==> src/rtl/seg_display_arbiter_pkg.sv <==
// Shared constants for the seven-segment display arbiter: active-low segment
// patterns, digit count and FSM state encoding.
package seg_pkg;

    localparam int NUM_DIGITS = 4;

    // Segment order is {g,f,e,d,c,b,a}; a 0 lights the segment.
    localparam logic [6:0] SEG_0 = 7'h40;
    localparam logic [6:0] SEG_1 = 7'h79;
    localparam logic [6:0] SEG_2 = 7'h24;
    localparam logic [6:0] SEG_3 = 7'h30;
    localparam logic [6:0] SEG_4 = 7'h19;
    localparam logic [6:0] SEG_5 = 7'h12;
    localparam logic [6:0] SEG_6 = 7'h02;
    localparam logic [6:0] SEG_7 = 7'h78;
    localparam logic [6:0] SEG_8 = 7'h00;
    localparam logic [6:0] SEG_9 = 7'h10;
    localparam logic [6:0] SEG_A = 7'h08;
    localparam logic [6:0] SEG_B = 7'h03;
    localparam logic [6:0] SEG_C = 7'h46;
    localparam logic [6:0] SEG_D = 7'h21;
    localparam logic [6:0] SEG_E = 7'h06;
    localparam logic [6:0] SEG_F = 7'h0E;

    localparam logic [7:0]            SEG_BLANK = 8'hFF;
    localparam logic [NUM_DIGITS-1:0] SEL_BLANK = 4'hF;

    typedef enum logic [1:0] {
        IDLE   = 2'd0,
        SHOW   = 2'd1,
        SWITCH = 2'd2
    } state_e;

endpackage

==> src/rtl/seg_display_arbiter_if.sv <==
// Requester-side bundle of the display arbiter: requests, values, decimal
// points in; grant, busy and the active-low display pins out.
interface seg_display_arbiter_if #(
    parameter int NUM_REQ = 2
);
    logic [NUM_REQ-1:0]    req;
    logic [NUM_REQ*16-1:0] data;
    logic [NUM_REQ*4-1:0]  dp;
    logic [NUM_REQ-1:0]    grant;
    logic                  busy;
    logic [3:0]            io_sel;
    logic [7:0]            io_seg;

    modport master (
        output req, data, dp,
        input  grant, busy, io_sel, io_seg
    );

    modport slave (
        input  req, data, dp,
        output grant, busy, io_sel, io_seg
    );
endinterface

==> src/rtl/seg_hex_decode.sv <==
// Combinational hex nibble to active-low {g,f,e,d,c,b,a} segment pattern.
module seg_hex_decode
    import seg_pkg::*;
(
    input  logic [3:0] nibble,
    output logic [6:0] seg_n
);

    always_comb begin
        seg_n = SEG_8;
        case (nibble)
            4'h0: seg_n = SEG_0;
            4'h1: seg_n = SEG_1;
            4'h2: seg_n = SEG_2;
            4'h3: seg_n = SEG_3;
            4'h4: seg_n = SEG_4;
            4'h5: seg_n = SEG_5;
            4'h6: seg_n = SEG_6;
            4'h7: seg_n = SEG_7;
            4'h8: seg_n = SEG_8;
            4'h9: seg_n = SEG_9;
            4'hA: seg_n = SEG_A;
            4'hB: seg_n = SEG_B;
            4'hC: seg_n = SEG_C;
            4'hD: seg_n = SEG_D;
            4'hE: seg_n = SEG_E;
            4'hF: seg_n = SEG_F;
            default: seg_n = SEG_8;
        endcase
    end

endmodule

==> src/rtl/seg_display_arbiter.sv <==
// Round-robin owner of a shared 4-digit common-anode display with minimum
// dwell, frame-buffered digit scanning and registered active-low pins.
module seg_display_arbiter
    import seg_pkg::*;
#(
    parameter int NUM_REQ      = 2,
    parameter int SCAN_W       = 16,
    parameter int DWELL_FRAMES = 64
) (
    input logic                  clk,
    input logic                  rst,
    seg_display_arbiter_if.slave bus
);

    localparam int PTR_W = (NUM_REQ > 1) ? $clog2(NUM_REQ) : 1;
    localparam int DW_W  = $clog2(DWELL_FRAMES + 1);

    state_e              state_q, state_d;
    logic [SCAN_W-1:0]   scan_cnt_q, scan_cnt_d;
    logic [1:0]          digit_q, digit_d;
    logic [DW_W-1:0]     dwell_q, dwell_d;
    logic [PTR_W-1:0]    rr_ptr_q, rr_ptr_d;
    logic [PTR_W-1:0]    owner_q, owner_d;
    logic [NUM_REQ-1:0]  grant_q, grant_d;
    logic                busy_q, busy_d;
    logic [3:0]          io_sel_q, io_sel_d;
    logic [7:0]          io_seg_q, io_seg_d;
    logic [15:0]         buf_data_q, buf_data_d;
    logic [3:0]          buf_dp_q, buf_dp_d;

    logic                tick;
    logic                arb_found;
    logic [PTR_W-1:0]    arb_idx;
    logic [NUM_REQ-1:0]  owner_onehot;
    logic                other_req;
    logic [3:0]          nibble;
    logic                dp_bit;
    logic [6:0]          hex_seg_n;

    // Lowest index at or after ptr with a live request, wrapping mod NUM_REQ.
    function automatic logic [PTR_W:0] arbitrate(input logic [NUM_REQ-1:0] r,
                                                 input logic [PTR_W-1:0]   ptr);
        logic             found;
        logic [PTR_W-1:0] idx;
        int               j;
        found = 1'b0;
        idx   = '0;
        for (int k = 0; k < NUM_REQ; k++) begin
            j = (int'(ptr) + k) % NUM_REQ;
            if (!found && r[j]) begin
                found = 1'b1;
                idx   = PTR_W'(j);
            end
        end
        return {found, idx};
    endfunction

    function automatic logic [15:0] pick_data(input logic [NUM_REQ*16-1:0] d,
                                              input logic [PTR_W-1:0]     idx);
        logic [15:0] r;
        r = '0;
        for (int i = 0; i < NUM_REQ; i++)
            if (PTR_W'(i) == idx) r = d[i*16 +: 16];
        return r;
    endfunction

    function automatic logic [3:0] pick_dp(input logic [NUM_REQ*4-1:0] d,
                                           input logic [PTR_W-1:0]    idx);
        logic [3:0] r;
        r = '0;
        for (int i = 0; i < NUM_REQ; i++)
            if (PTR_W'(i) == idx) r = d[i*4 +: 4];
        return r;
    endfunction

    function automatic logic [NUM_REQ-1:0] onehot(input logic [PTR_W-1:0] idx);
        logic [NUM_REQ-1:0] r;
        r = '0;
        for (int i = 0; i < NUM_REQ; i++)
            if (PTR_W'(i) == idx) r[i] = 1'b1;
        return r;
    endfunction

    assign tick                 = &scan_cnt_q;
    assign {arb_found, arb_idx} = arbitrate(bus.req, rr_ptr_q);
    assign owner_onehot         = onehot(owner_q);
    assign other_req            = |(bus.req & ~owner_onehot);

    always_comb begin
        nibble = buf_data_q[15:12];
        dp_bit = buf_dp_q[3];
        case (digit_q)
            2'd1:    begin nibble = buf_data_q[11:8]; dp_bit = buf_dp_q[2]; end
            2'd2:    begin nibble = buf_data_q[7:4];  dp_bit = buf_dp_q[1]; end
            2'd3:    begin nibble = buf_data_q[3:0];  dp_bit = buf_dp_q[0]; end
            default: begin nibble = buf_data_q[15:12]; dp_bit = buf_dp_q[3]; end
        endcase
    end

    seg_hex_decode u_hex (
        .nibble (nibble),
        .seg_n  (hex_seg_n)
    );

    always_comb begin
        state_d    = state_q;
        scan_cnt_d = scan_cnt_q + SCAN_W'(1);
        digit_d    = digit_q;
        dwell_d    = dwell_q;
        rr_ptr_d   = rr_ptr_q;
        owner_d    = owner_q;
        grant_d    = grant_q;
        io_sel_d   = io_sel_q;
        io_seg_d   = io_seg_q;
        buf_data_d = buf_data_q;
        buf_dp_d   = buf_dp_q;

        case (state_q)
            IDLE: begin
                io_sel_d = SEL_BLANK;
                io_seg_d = SEG_BLANK;
                grant_d  = '0;
                if (arb_found) begin
                    state_d    = SHOW;
                    owner_d    = arb_idx;
                    grant_d    = onehot(arb_idx);
                    dwell_d    = '0;
                    digit_d    = '0;
                    buf_data_d = pick_data(bus.data, arb_idx);
                    buf_dp_d   = pick_dp(bus.dp, arb_idx);
                end
            end

            SHOW: begin
                // Owner drop wins over dwell expiry; both blank and hand over the same way.
                if (!bus.req[owner_q] ||
                    (tick && digit_q == 2'd0 && dwell_q == DW_W'(DWELL_FRAMES) && other_req)) begin
                    state_d  = SWITCH;
                    grant_d  = '0;
                    io_sel_d = SEL_BLANK;
                    io_seg_d = SEG_BLANK;
                    rr_ptr_d = (owner_q == PTR_W'(NUM_REQ - 1)) ? '0 : owner_q + PTR_W'(1);
                end else if (tick) begin
                    io_sel_d = ~(4'b1000 >> digit_d);
                    io_seg_d = {~dp_bit, hex_seg_n};
                    digit_d  = digit_q + 2'd1;
                    if (digit_q == 2'd3) begin
                        if (dwell_q != DW_W'(DWELL_FRAMES)) dwell_d = dwell_q + DW_W'(1);
                        buf_data_d = pick_data(bus.data, owner_q);
                        buf_dp_d   = pick_dp(bus.dp, owner_q);
                    end
                end
            end

            SWITCH: begin
                if (tick) begin
                    if (arb_found) begin
                        state_d    = SHOW;
                        owner_d    = arb_idx;
                        grant_d    = onehot(arb_idx);
                        dwell_d    = '0;
                        digit_d    = '0;
                        buf_data_d = pick_data(bus.data, arb_idx);
                        buf_dp_d   = pick_dp(bus.dp, arb_idx);
                    end else begin
                        state_d = IDLE;
                    end
                end
            end

            default: begin
                state_d  = IDLE;
                grant_d  = '0;
                io_sel_d = SEL_BLANK;
                io_seg_d = SEG_BLANK;
            end
        endcase

        busy_d = (state_d != IDLE);
    end

    always_ff @(posedge clk) begin
        if (rst) begin
            state_q    <= IDLE;
            scan_cnt_q <= '0;
            digit_q    <= '0;
            dwell_q    <= '0;
            rr_ptr_q   <= '0;
            owner_q    <= '0;
            grant_q    <= '0;
            busy_q     <= 1'b0;
            io_sel_q   <= SEL_BLANK;
            io_seg_q   <= SEG_BLANK;
        end else begin
            state_q    <= state_d;
            scan_cnt_q <= scan_cnt_d;
            digit_q    <= digit_d;
            dwell_q    <= dwell_d;
            rr_ptr_q   <= rr_ptr_d;
            owner_q    <= owner_d;
            grant_q    <= grant_d;
            busy_q     <= busy_d;
            io_sel_q   <= io_sel_d;
            io_seg_q   <= io_seg_d;
        end
        buf_data_q <= buf_data_d;
        buf_dp_q   <= buf_dp_d;
    end

    assign bus.grant  = grant_q;
    assign bus.busy   = busy_q;
    assign bus.io_sel = io_sel_q;
    assign bus.io_seg = io_seg_q;

endmodule

==> src/flat_wrapper.sv <==
// flat-port wrapper written by rule: the top's interface ports become plain ports
module seg_display_arbiter_flat import seg_pkg::*;
#(
    parameter int NUM_REQ      = 2,
    parameter int SCAN_W       = 16,
    parameter int DWELL_FRAMES = 64
)
  (clk, rst, bus_req, bus_data, bus_dp, bus_grant, bus_busy, bus_io_sel, bus_io_seg);
  seg_display_arbiter_if #(.NUM_REQ(NUM_REQ)) bus_i ();
  input logic clk;
  input logic rst;
  input wire logic [$bits(bus_i.req)-1:0] bus_req;
  input wire logic [$bits(bus_i.data)-1:0] bus_data;
  input wire logic [$bits(bus_i.dp)-1:0] bus_dp;
  output wire logic [$bits(bus_i.grant)-1:0] bus_grant;
  output wire logic [$bits(bus_i.busy)-1:0] bus_busy;
  output wire logic [$bits(bus_i.io_sel)-1:0] bus_io_sel;
  output wire logic [$bits(bus_i.io_seg)-1:0] bus_io_seg;
  assign bus_i.req = bus_req;
  assign bus_i.data = bus_data;
  assign bus_i.dp = bus_dp;
  assign bus_grant = bus_i.grant;
  assign bus_busy = bus_i.busy;
  assign bus_io_sel = bus_i.io_sel;
  assign bus_io_seg = bus_i.io_seg;
  seg_display_arbiter #(.NUM_REQ(NUM_REQ), .SCAN_W(SCAN_W), .DWELL_FRAMES(DWELL_FRAMES)) u_core (.clk(clk), .rst(rst), .bus(bus_i));
endmodule
==> config.mk <==
export PLATFORM = sky130hd
export DESIGN_NAME = seg_display_arbiter_flat
export DESIGN_NICKNAME = d
export VERILOG_FILES = /design/src/rtl/seg_display_arbiter_pkg.sv /design/src/rtl/seg_display_arbiter_if.sv /design/src/rtl/seg_hex_decode.sv /design/src/rtl/seg_display_arbiter.sv /design/src/flat_wrapper.sv
export SDC_FILE = /design/constraint.sdc
export NUM_CORES = 1
export LEC_CHECK = 0
export CAP_MARGIN = 20
export CORE_MARGIN = 2
export CORE_UTILIZATION = 50
export DETAILED_ROUTE_END_ITERATION = 7
export PLACE_DENSITY = 0.76
export SLEW_MARGIN = 10
export SYNTH_ARGS = -nofsm -noshare
export SYNTH_HDL_FRONTEND = slang
export SYNTH_SLANG_ARGS = --single-unit
==> constraint.sdc <==
create_clock -name clk -period 2.8 [get_ports clk]
set_input_delay 0.56 -clock clk [delete_from_list [all_inputs] [get_ports clk]]
set_output_delay 0.56 -clock clk [all_outputs]
set_load 0.02 [all_outputs]
* Word-level counts from Yosys, hierarchy flattened
Memories as Yosys holds them, arrays and structs flattened.
Cells that the tools add are included.
** Word-level totals
- Memory bits (read-only) :: 112
- Memories :: 1
- Register bits after elaboration :: 64
- Logic and storage cells :: 129
- Bits of input ports :: 44
** Memory list
- (no name shown) :: words 16, width 7, rd ports 1, clocked after memory_dff 0, write ports 0, RTL line seg_hex_decode.sv:11 : case (nibble)
** Operators by class
- Add/sub/neg operators :: 5
- Multiplexer cells :: 65
- Bitwise gates (word level) :: 6
- Order comparisons :: 3
- Equal/unequal tests :: 15
- Reductions and logical operators :: 21
- Shift operators :: 1
** Operators with widths (count)
- $mux W16 :: 7
- $pmux W16 S3 :: 1
- $mux W7 :: 6
- $mux W4 :: 9
- $pmux W4 S3 :: 2
- $mux W2 :: 11
- $pmux W7 S3 :: 1
- $mux W1 :: 19
- $pmux W2 S3 :: 3
- $add A16 B1 Y16 const B :: 1
- $mux W8 :: 2
- $pmux W8 S2 :: 1
- $reduce_and A16 Y1 :: 1
- $ne A2 B1 Y1 const B :: 6
- $pmux W4 S2 :: 1
- $add A7 B1 Y7 const B :: 1
- $eq A7 B7 Y1 const B :: 1
- $ne A7 B7 Y1 const B :: 1
- $eq A2 B2 Y1 const B :: 3
- $reduce_and A2 Y1 :: 3
- $reduce_and A6 Y1 :: 1
- $reduce_and A5 Y1 :: 1
- $eq A2 B1 Y1 const B :: 2
- $logic_and A1 B1 Y1 :: 4
- 22 further kinds :: 28

* Depth between registers and ports, before layout
Gate-level depths: netlist of the first run.
- Depth after elaboration :: 11
- Gate-level depth with buffers :: 9

* Modules after synthesis
A second synthesis of the first run with hierarchy kept.
** Unflattened totals
- Cell total of the unflattened synthesis :: 322
- Area, all modules :: 3359.5 µm²
** By module, submodules not included
- seg_display_arbiter :: seq. area each 1481.4 µm², area each 3084.2 µm², cells each 290, instances 1
- seg_hex_decode :: seq. area each 0.0 µm², area each 275.3 µm², cells each 32, instances 1

* Worst setup path after synthesis of the first run
OpenSTA, ideal clock, no wires.
- Kind :: flip-flop to flip-flop
- Start point :: reg u_core.scan_cnt_q[0]
- End point :: reg u_core.buf_data_q[0] (enable)
- Clock period less this slack :: 2368 ps
- Data arrival time :: 2016 ps
- Setup slack :: 432 ps
- Cell stages (with the launch flop) :: 8
- Library setup time :: 352 ps
- Path through :: dfxtp_1 > ha_1 > nand3_2 > or4_1 > buf_4 > nor2_1 > and3_1 > a31o_2
** Between the ends
- Cells in the longest elaborated chain, start to end :: 7
- Elaborated cells between the ends (all ways) :: 9
- Those cells by class :: eq/ne (3); reduce/logical (6)
** RTL lines
- start, declared :: RTL line seg_display_arbiter.sv:19 : logic [SCAN_W-1:0] scan_cnt_q, scan_cnt_d;
- start signal, assigned :: RTL line seg_display_arbiter.sv:196 : scan_cnt_q <= scan_cnt_d;
- $reduce_and A16 Y1 * :: RTL line seg_display_arbiter.sv:84 : assign tick = &scan_cnt_q;
- $logic_and A1 B1 Y1 (3 in series) :: RTL line seg_display_arbiter.sv:137 : (tick && digit_q == 2'd0 && dwell_q == DW_W'(DWELL_FRAMES) && other_req)) begin
- $logic_or A1 B1 Y1 :: RTL line seg_display_arbiter.sv:136 : if (!bus.req[owner_q] ||
- $ne A2 B2 Y1 (no source line)
- $reduce_and A5 Y1 (no source line) *
- end signal, assigned :: RTL line seg_display_arbiter.sv:206 : buf_data_q <= buf_data_d;
- end, declared :: RTL line seg_display_arbiter.sv:28 : logic [15:0] buf_data_q, buf_data_d;
Every way passes the cells marked *; elsewhere a longest branch is shown, timed or not.
A chain may end at the register's enable or synchronous reset.

* Worst setup path in the final report of the first run
- Start point :: reg u_core.digit_q[0]
- End point :: reg u_core.io_seg_q[0] (netlist: u_core.bus.io_seg[0])
** Between the ends
- Cells in the longest elaborated chain, start to end :: 7
- Elaborated cells between the ends (all ways) :: 15
- Those cells by class :: eq/ne (4); mux (4); reduce/logical (6); memory (1)
** RTL lines
- start, declared :: RTL line seg_display_arbiter.sv:20 : logic [1:0] digit_q, digit_d;
- start signal, assigned :: RTL line seg_display_arbiter.sv:197 : digit_q <= digit_d;
- parallel branches: the longest is 7 deep, another holds $mem_v2 Z16 W7
- end signal, assigned :: RTL line seg_display_arbiter.sv:204 : io_seg_q <= io_seg_d;
- end, declared :: RTL line seg_display_arbiter.sv:27 : logic [7:0] io_seg_q, io_seg_d;
Parallel ways; which one is timed is not known. The select of a mux whose other input is x is not followed.

==> results of run 1 <==
[per-layer routing]
layer  vias up  global-route usage [%]  part of all wire, %  wire (um)
met1      1337                    27.8                   46       3410
met4         0                    7.65                  1.6        116
li1       1376                       -                    -          -
met3        13                    5.20                  4.8        355
met5         -                       0                    0          0
met2        80                    34.0                   48       3570
[layout make-up]
cell class | instances | share of cell area (%)
Clock buffer | 9 | 2.88
Multi-Input combinational cell | 239 | 40.4
Clock inverter | 7 | 2.15
Tap cell | 77 | 2.24
Timing Repair Buffer | 71 | 16.4
Sequential cell | 64 | 34.5
Inverter | 17 | 1.48
[synthesized netlist by cell type, types with 2 or more instances]
master / instances / area [um^2]
and2_1: 4 / 25.0
ha_1: 14 / 175
o211ai_1: 5 / 37.5
a222oi_1: 5 / 50.1
a31oi_1: 13 / 81.3
and3_1: 6 / 37.5
mux2_2: 24 / 270
and3_2: 2 / 15.0
a21oi_1: 10 / 50.1
and4_1: 2 / 17.5
nor2b_1: 3 / 18.8
or3_1: 3 / 18.8
o41ai_1: 2 / 17.5
nor3_1: 6 / 30.0
nand3_1: 10 / 50.1
dfxtp_1: 44 / 881
o2bb2ai_1: 5 / 43.8
buf_1: 4 / 15.0
nor2_1: 32 / 120
nand2_1: 21 / 78.8
mux2i_1: 6 / 60.1
edfxtp_1: 20 / 601
inv_1: 17 / 63.8
buf_6: 2 / 22.5
xor2_1: 9 / 78.8
a31o_2: 2 / 17.5
clkbuf_1: 9 / 33.8
xnor2_1: 3 / 26.3
o211a_1: 3 / 30.0
a221oi_1: 2 / 17.5
o21ai_0: 17 / 85.1
nand4_1: 2 / 12.5
[through the flow]
step	cell area [um^2]	utilization, %	std cells	hold WS [ps]
3_5_place_dp	4080	63.6	468	442
3_3_place_gp	4080	63.6	468	432
2_1_floorplan	3360	-	337	418
5_1_grt	4300	66.9	484	480
6_report	4300	66.9	484	452
4_1_cts	4300	66.9	484	460
[sequential cells by signal (all words and copies together), names as in the netlist]
signal and count:
u_core.bus.io_sel 4, u_core.buf_dp_q 4, u_core.state_q 2, u_core.rr_ptr_q 1, u_core.scan_cnt_q 16, u_core.buf_data_q 16, u_core.owner_q 1, u_core.bus.io_seg 8
u_core.dwell_q 7, u_core.digit_q 2, u_core.bus.grant 2, u_core.bus.busy 1
[power breakdown]
group / total, uW / leakage, uW / internal [uW] / switching, uW
clock: 871 / 0.000114 / 502 / 369
sequential: 1060 / 0.000553 / 1030 / 25.7
combinational: 440 / 0.000987 / 215 / 225
[cell families (layout without fill, tap and decap cells)]
family,after synthesis,in the layout,synth area share [%]
flip-flops,64,64,44.0
buffers and inverters,34,104,4.39
AO/OA/AOI/OAI,80,80,17.8
adder cells (fa/ha/maj),14,14,5.21
XOR/XNOR,12,12,3.13
AND/OR/NAND/NOR,103,103,15.6
multiplexers,30,30,9.82
[worst paths after layout]
| path | end | slack [ps] | cells past startpoint |
|---|---|---|---|
| min reg2reg | u_core.scan_cnt_q[0]$_SDFF_PP0_ | 450 | 1 |
| min | u_core.scan_cnt_q[0]$_SDFF_PP0_ | 450 | 1 |
| max reg2reg | u_core.bus.io_seg[0]$_SDFFE_PP1P_ | 310 | 8 |
| max | u_core.bus.io_seg[0]$_SDFFE_PP1P_ | 310 | 8 |
==> flow_summary.json, run 1 <==
{
  "path_clk_slew_ps": 70,
  "path_class": "flop to flop",
  "start_util_pct": 52.4,
  "die_h_um": 86.0,
  "r2r-start": "u_core.digit_q[0]$_SDFFE_PP0P_",
  "startpoint": "u_core.digit_q[0]$_SDFFE_PP0P_",
  "avgRoutedWirePerCell_um": 15.4,
  "layout_common_cells": "clkdlybuf4s50_1 (58), dfxtp_1 (44), nor2_1 (32)",
  "clockBufferDepth": 2,
  "period_share_pct": 89.1,
  "cts_tree": "done",
  "crit_required_ps": 3020,
  "dp_hpwl_um": 5440,
  "grt_max_degree": 21,
  "io_buffers": 58,
  "synth_nets": 395,
  "ys_seq_area_share_pct": 44.0,
  "cts_setup_buffers": 0,
  "cts_resized": 0,
  "gp_congestion": 0.921,
  "detail_route.wirelength_um": 7450,
  "dr.pass1.iters": 5,
  "async_flop_share_pct": 0,
  "diodes": 0,
  "drive_above_1_share_pct": 16.7,
  "cts_buffers": 9,
  "period_needed_ps": 2490,
  "grt_pass1_vias": 2682,
  "path_cells": "inv_1 -> ha_1 -> a222oi_1 -> mux2_2 -> inv_1 -> ha_1 -> a221oi_1 -> a31oi_1",
  "synth_seq_cells": 64,
  "ctsHoldBuffers": 0,
  "finalWorstSetupSlack_ps": 305,
  "nets": 460,
  "row_count": 29,
  "cp.arrival_ps": 2720,
  "cp_top_family": "compound AO/OA/AOI/OAI gates",
  "start_kind": "flop",
  "fin_worst_skew_ps": 8.60,
  "ios": 59,
  "cpPeakStageDelay_ps": 490,
  "end_kind": "flop",
  "syn2layout_area_growth_pct": 27.8,
  "p_leak_uw": 0.00165,
  "outcome": "finished clean",
  "viasPerCell": 5.80,
  "critPathMaxFanout": 7,
  "die-area_um2": 7400,
  "total_power_uw": 2370,
  "max_freq_mhz": 401,
  "grt-ovfl-total": 0,
  "worstMarginPinSlew_ps": 676,
  "insertion_delay_ps": 340,
  "synthCells": 337,
  "critPathSlowestCell": "a222oi_1",
  "cap_violations": 0,
  "die_w_um": 86.0,
  "max-slew-margin-rel_pct": 54.9,
  "syn_area_per_cell_um2": 9.98,
  "critPathBufInv": 2,
  "antenna_found_initial": 0,
  "grt_use_total_pct": 21.2,
  "hold_violations": 0,
  "cts_sinks": 64,
  "grt_pass1_wl_um": 12400,
  "ant_nets": 0,
  "ys.flop_type": "dfxtp_1",
  "clock_tree.root_cell": "clkbuf_8",
  "drt-initial-drc-count": 170,
  "regArea_um2": 1480,
  "peakVddDrop_mv": 0.367,
  "rsz0062_at_grt": "false",
  "final_common_cell": "clkdlybuf4s50_1",
  "slew_violations": 0,
  "setup_viol": 0,
  "netlist_area_um2": 3360,
  "hold_class": "flop to flop",
  "htreeDepth": 3,
  "hp-start": "u_core.scan_cnt_q[0]$_SDFF_PP0_",
  "synth_edf_count": 20,
  "vias": 2806,
  "drc": 0,
  "coreArea_um2": 6420,
  "synth.distinct_cells": 62,
  "fill_cells": 549,
  "fin_setup_tns_ps": 0,
  "dp_slack_ps": 221,
  "multi_input_comb_area_um2": 1740,
  "powerDensity_nw_per_um2": 551,
  "yosysWarnings": 0
}
Note: power is estimated with default switching activity, not from simulation.
==> inputs of run 2 (changes only) <==
--- a/config.mk
+++ b/config.mk
@@ -9,6 +9,7 @@
 export CORE_MARGIN = 2
 export CORE_UTILIZATION = 50
 export DETAILED_ROUTE_END_ITERATION = 7
+export GPL_ROUTABILITY_DRIVEN = 0
 export PLACE_DENSITY = 0.76
 export SLEW_MARGIN = 10
 export SYNTH_ARGS = -nofsm -noshare
==> run 2 against run 1 <==
- critical path depth is 1 lower
- clock skew about the same
- sequential power about the same
- setup slack gained 27 ps
- clock power down 0.5%
- sequential share of layout area barely moved
- utilization about the same
- register-to-register slack improved by 30 ps
- worst hold slack improved by 3.7 ps
- final cell count fell by 0.21%
- count of clock-buffer cells in the layout is 3 higher
- largest power group unchanged
==> flow_summary.json, run 2 (synthesis gave the netlist of run 1 again) <==
{
  "die_h_um": 86.0,
  "final_common_cell": "clkdlybuf4s50_1",
  "htreeDepth": 3,
  "diodes": 0,
  "startpoint": "u_core.digit_q[0]$_SDFFE_PP0P_",
  "nets": 459,
  "cp.arrival_ps": 2740,
  "dp_cells": 467,
  "regArea_um2": 1480,
  "intPower_uw": 1760,
  "critPathSlowestCell": "a222oi_1",
  "p_sw_share_pct": 25.6,
  "rsz0062_at_grt": "false",
  "r2r_slack_ps": 330,
  "viasPerCell": 5.79,
  "grt-ovfl-total": 0,
  "end_kind": "flop",
  "multi_input_comb_area_um2": 1740,
  "grt_pass1_vias": 2687,
  "max-slew-margin-rel_pct": 56.3,
  "outcome": "finished clean",
  "drt-initial-drc-count": 164,
  "grt_use_total_pct": 21.4,
  "io_buffers": 58,
  "crit_required_ps": 3070,
  "cts_tree": "done",
  "p_clk_share_pct": 36.7,
  "powerDensity_nw_per_um2": 549,
  "detail_route.wirelength_um": 7490,
  "critPathCapture": "u_core.bus.io_seg[0]$_SDFFE_PP1P_",
  "r2r_end": "u_core.bus.io_seg[0]$_SDFFE_PP1P_",
  "period_share_pct": 88.1,
  "cpPeakStageDelay_ps": 530,
  "die-area_um2": 7400,
  "critPathMaxFanout": 8,
  "insertion_delay_ps": 350,
  "worstMarginPinSlew_ps": 655,
  "cts_setup_buffers": 0,
  "cts_resized": 0,
  "fin_worst_skew_ps": 8.86,
  "fin_setup_tns_ps": 0,
  "die_w_um": 86.0,
  "ctsHoldBuffers": 0,
  "cts_buffers": 9,
  "start_util_pct": 52.4,
  "avgRoutedWirePerCell_um": 15.5,
  "clock_tree.root_cell": "clkbuf_8",
  "ios": 59,
  "antenna_found_initial": 0,
  "syn2layout_area_growth_pct": 27.9,
  "drive_above_1_share_pct": 16.5,
  "fill_cells": 516,
  "peakVddDrop_mv": 0.271,
  "clockBufferDepth": 2,
  "cts_sinks": 64,
  "slew_violations": 0,
  "drc": 0,
  "path_class": "flop to flop",
  "hold_class": "flop to flop",
  "whs_path_depth": 1,
  "dp_hpwl_um": 5470,
  "coreArea_um2": 6420,
  "ant_nets": 0,
  "cap_violations": 0,
  "dr.pass1.iters": 4,
  "layout_common_cells": "clkdlybuf4s50_1 (58), dfxtp_1 (44), nor2_1 (32)",
  "vias": 2796,
  "path_cells": "inv_1 -> ha_1 -> a222oi_1 -> mux2_2 -> nor2_1 -> or3b_2 -> a31oi_1",
  "rr_worst_depth": 7,
  "p_seq_share_pct": 44.8,
  "r2r-start": "u_core.digit_q[0]$_SDFFE_PP0P_",
  "p_switching_uw": 604,
  "hold_violations": 0,
  "path_clk_slew_ps": 70,
  "period_needed_ps": 2470,
  "setup_viol": 0,
  "grt_pass1_wl_um": 12400,
  "p_leak_uw": 0.00165,
  "finalNonFillerCells": 483,
  "max_freq_mhz": 405,
  "row_count": 29,
  "start_kind": "flop",
  "grt_max_degree": 21,
  "share_comb_of_total_power_pct": 18.5
}
==> run 2: critical path, delay by kind of cell, from the launching register on <==
kind | cells | cell delay, ps
AOI/OAI and AO/OA | 2 | 690
adders and majority gates | 1 | 310
buffers and inverters | 1 | 100
DFF | 1 | 400
muxes | 1 | 360
and+or+nand+nor | 2 | 540
==> run 2: how the worst min path moves through the flow <==
stage / start / endpoint
CTS: u_core.scan_cnt_q[0]$_SDFF_PP0_ / u_core.scan_cnt_q[0]$_SDFF_PP0_
floorplan: u_core.scan_cnt_q[0]$_SDFF_PP0_ / u_core.scan_cnt_q[0]$_SDFF_PP0_
finish: u_core.scan_cnt_q[0]$_SDFF_PP0_ / u_core.scan_cnt_q[0]$_SDFF_PP0_
global route: u_core.scan_cnt_q[0]$_SDFF_PP0_ / u_core.scan_cnt_q[0]$_SDFF_PP0_
detailed placement: u_core.scan_cnt_q[0]$_SDFF_PP0_ / u_core.scan_cnt_q[0]$_SDFF_PP0_
global placement: u_core.scan_cnt_q[0]$_SDFF_PP0_ / u_core.scan_cnt_q[0]$_SDFF_PP0_
==> run 2: metrics by stage <==
stage	area, um^2	total power (uW)	worst slack [ps]	hold slack [ps]	util [%]
5_1_grt	4300	2460	88.0	481	67.0
2_1_floorplan	3360	1340	432	418	-
3_5_place_dp	4080	1510	269	449	63.5
3_3_place_gp	4080	1500	304	431	63.5
6_report	4300	2360	333	456	67.0
4_1_cts	4300	2380	318	460	67.0
==> run 2: power by group through the flow <==
stage	combinational, uW	sequential, uW	clock [uW]
after detailed placement	435	1080	0
after global placement	427	1070	0
final	437	1060	867
after floorplan	260	1080	0
after global routing	478	1060	919
after CTS	437	1060	887
==> run 2: area by class of cell <==
class | instances | share of cell area [%]
tap | 77 | 2.24
multi-input combinational | 239 | 40.4
clock buffer | 12 | 4.10
inverter | 17 | 1.48
sequential | 64 | 34.4
clock inverter | 4 | 1.13
timing repair buffer | 70 | 16.2
==> run 2: per-layer routing <==
| layer | vias to the layer above | share of wire (%) | global-route usage (%) |
|---|---|---|---|
| li1 | 1372 | - | - |
| met1 | 1339 | 45 | 26.6 |
| met2 | 74 | 48 | 35.4 |
| met3 | 11 | 4.3 | 3.95 |
| met4 | 0 | 2.1 | 11.1 |
| met5 | - | 0 | 0 |
==> inputs of run 3 (changes only) <==
--- a/config.mk
+++ b/config.mk
@@ -11,6 +11,7 @@
 export DETAILED_ROUTE_END_ITERATION = 7
 export GPL_ROUTABILITY_DRIVEN = 0
 export PLACE_DENSITY = 0.76
+export REMOVE_ABC_BUFFERS = 1
 export SLEW_MARGIN = 10
 export SYNTH_ARGS = -nofsm -noshare
 export SYNTH_HDL_FRONTEND = slang
==> run 3 against run 2 <==
- routed wire length decreased by 0.57%
- sequential power about the same
- critical path type unchanged
- utilization decreased by 0.25 points
- register-to-register slack got worse by 40 ps
- setup slack got worse by 45 ps
==> flow_summary.json, run 3 (synthesis gave the netlist of run 1 again) <==
{
  "die_w_um": 86.0,
  "dr.pass1.iters": 4,
  "avgRoutedWirePerCell_um": 15.5,
  "end_kind": "flop",
  "peakVddDrop_mv": 0.306,
  "hp-start": "u_core.scan_cnt_q[0]$_SDFF_PP0_",
  "min_to": "u_core.scan_cnt_q[0]$_SDFF_PP0_",
  "fin_setup_tns_ps": 0,
  "vias": 2776,
  "diodes": 0,
  "cts_buffers": 9,
  "drive_above_1_share_pct": 15.6,
  "outcome": "finished clean",
  "path_class": "flop to flop",
  "start_util_pct": 52.4,
  "cts_setup_buffers": 0,
  "cts_sinks": 64,
  "r2r-start": "u_core.scan_cnt_q[0]$_SDFF_PP0_",
  "layout_common_cells": "clkdlybuf4s50_1 (58), dfxtp_1 (44), nor2_1 (32)",
  "fin_worst_skew_ps": 9.48,
  "cp_top_family": "simple AND/OR/NAND/NOR gates",
  "ant_nets": 0,
  "grt-ovfl-total": 0,
  "rsz0062_at_grt": "false",
  "powerDensity_nw_per_um2": 558,
  "dp_hpwl_um": 5310,
  "slew_violations": 0,
  "cp.arrival_ps": 2560,
  "row_count": 29,
  "critPathSlowestCell": "or4_1",
  "startpoint": "u_core.scan_cnt_q[0]$_SDFF_PP0_",
  "cts_resized": 0,
  "setup_viol": 0,
  "coreArea_um2": 6420,
  "ctsHoldBuffers": 0,
  "antenna_found_initial": 0,
  "total_power_uw": 2390,
  "grt_pass1_wl_um": 12500,
  "worstMarginPinSlew_ps": 729,
  "cap_violations": 0,
  "ios": 59,
  "r2r_slack_ps": 290,
  "detail_route.wirelength_um": 7440,
  "crit_required_ps": 2840,
  "nets": 457,
  "drt-initial-drc-count": 179,
  "p_leak_uw": 0.00164,
  "die-area_um2": 7400,
  "r2r_end": "u_core.buf_dp_q[2]$_DFFE_PP_",
  "critPathBufInv": 1,
  "grt_pass1_vias": 2710,
  "drc": 0,
  "rr_worst_depth": 7,
  "grt_max_degree": 25,
  "clock_tree.root_cell": "clkbuf_8",
  "dp_slack_ps": 151,
  "critPathMaxFanout": 20,
  "htreeDepth": 3,
  "insertion_delay_ps": 340,
  "hold_class": "flop to flop",
  "max_freq_mhz": 398,
  "syn2layout_area_growth_pct": 27.4,
  "whs_path_depth": 1,
  "period_needed_ps": 2510,
  "final_common_cell": "clkdlybuf4s50_1",
  "cpPeakStageDelay_ps": 670,
  "finalWorstSetupSlack_ps": 288,
  "path_clk_slew_ps": 70,
  "viasPerCell": 5.77,
  "hold_violations": 0,
  "cts_tree": "done",
  "start_kind": "flop",
  "grt_use_total_pct": 21.4,
  "path_cells": "ha_1 -> nand3_2 -> or4_1 -> nor2_1 -> and3_1 -> a31o_2 -> buf_12",
  "clockBufferDepth": 2,
  "io_buffers": 58,
  "cp.depth": 7,
  "period_share_pct": 89.7,
  "max-slew-margin-rel_pct": 51.4,
  "die_h_um": 86.0
}
[run 3: cell count changes in the layout (fill, tap and decap cells not counted)]
cell       before  now
buf_4          10    8
clkbuf_1        0    2
bufinv_16       1    2
clkbuf_16       1    0
clkinv_2        2    1
clkinv_4        1    0
[run 3: routing by layer]
metal	up-vias	wire length (um)	global-route usage, %	part of all wire (%)
met5	-	0	0	0
met3	16	346	4.62	4.6
met2	81	3660	36.0	49
met4	0	155	10.1	2.1
met1	1310	3280	26.0	44
li1	1369	-	-	-
[run 3: worst reg2reg max path: cells and delay by family (launching register included)]
family / cells / cell delay [ps]
buffers and inverters: 1 / 170
AND/OR/NAND/NOR: 4 / 1270
AO/OA/AOI/OAI: 1 / 190
flip-flops: 1 / 350
adder cells (fa/ha/maj): 1 / 240
[run 3: worst max-delay path by stage]
stage	to	slack, ps
CTS	u_core.buf_data_q[12]$_DFFE_PP_	280
global route	u_core.bus.io_seg[0]$_SDFFE_PP1P_	120
finish	u_core.buf_dp_q[2]$_DFFE_PP_	290
detailed placement	u_core.dwell_q[0]$_SDFFE_PP0P_	150
floorplan	u_core.buf_data_q[0]$_DFFE_PP_	240
global placement	u_core.buf_dp_q[1]$_DFFE_PP_	220
[run 3: layout make-up]
type,count,area (um^2)
clock buffer,13,159
clock inverter,3,65.1
multi-input combinational,239,1740
sequential,64,1480
inverter,17,63.8
timing repair buffer,68,681
fill,525,2140
tap,77,96.3
[run 3: stage by stage]
step	area, um^2	hold WS (ps)	cells	util (%)
after global placement	4060	430	465	63.2
after floorplan	3280	416	320	-
after global routing	4280	477	481	66.7
final	4280	449	481	66.7
after CTS	4280	454	481	66.7
after detailed placement	4060	438	465	63.2
[run 3: power by group]
part / switching (uW) / internal, uW / leakage (uW)
registers: 25.5 / 1030 / 0.000553
clock network: 354 / 550 / 0.000114
logic: 221 / 210 / 0.000974
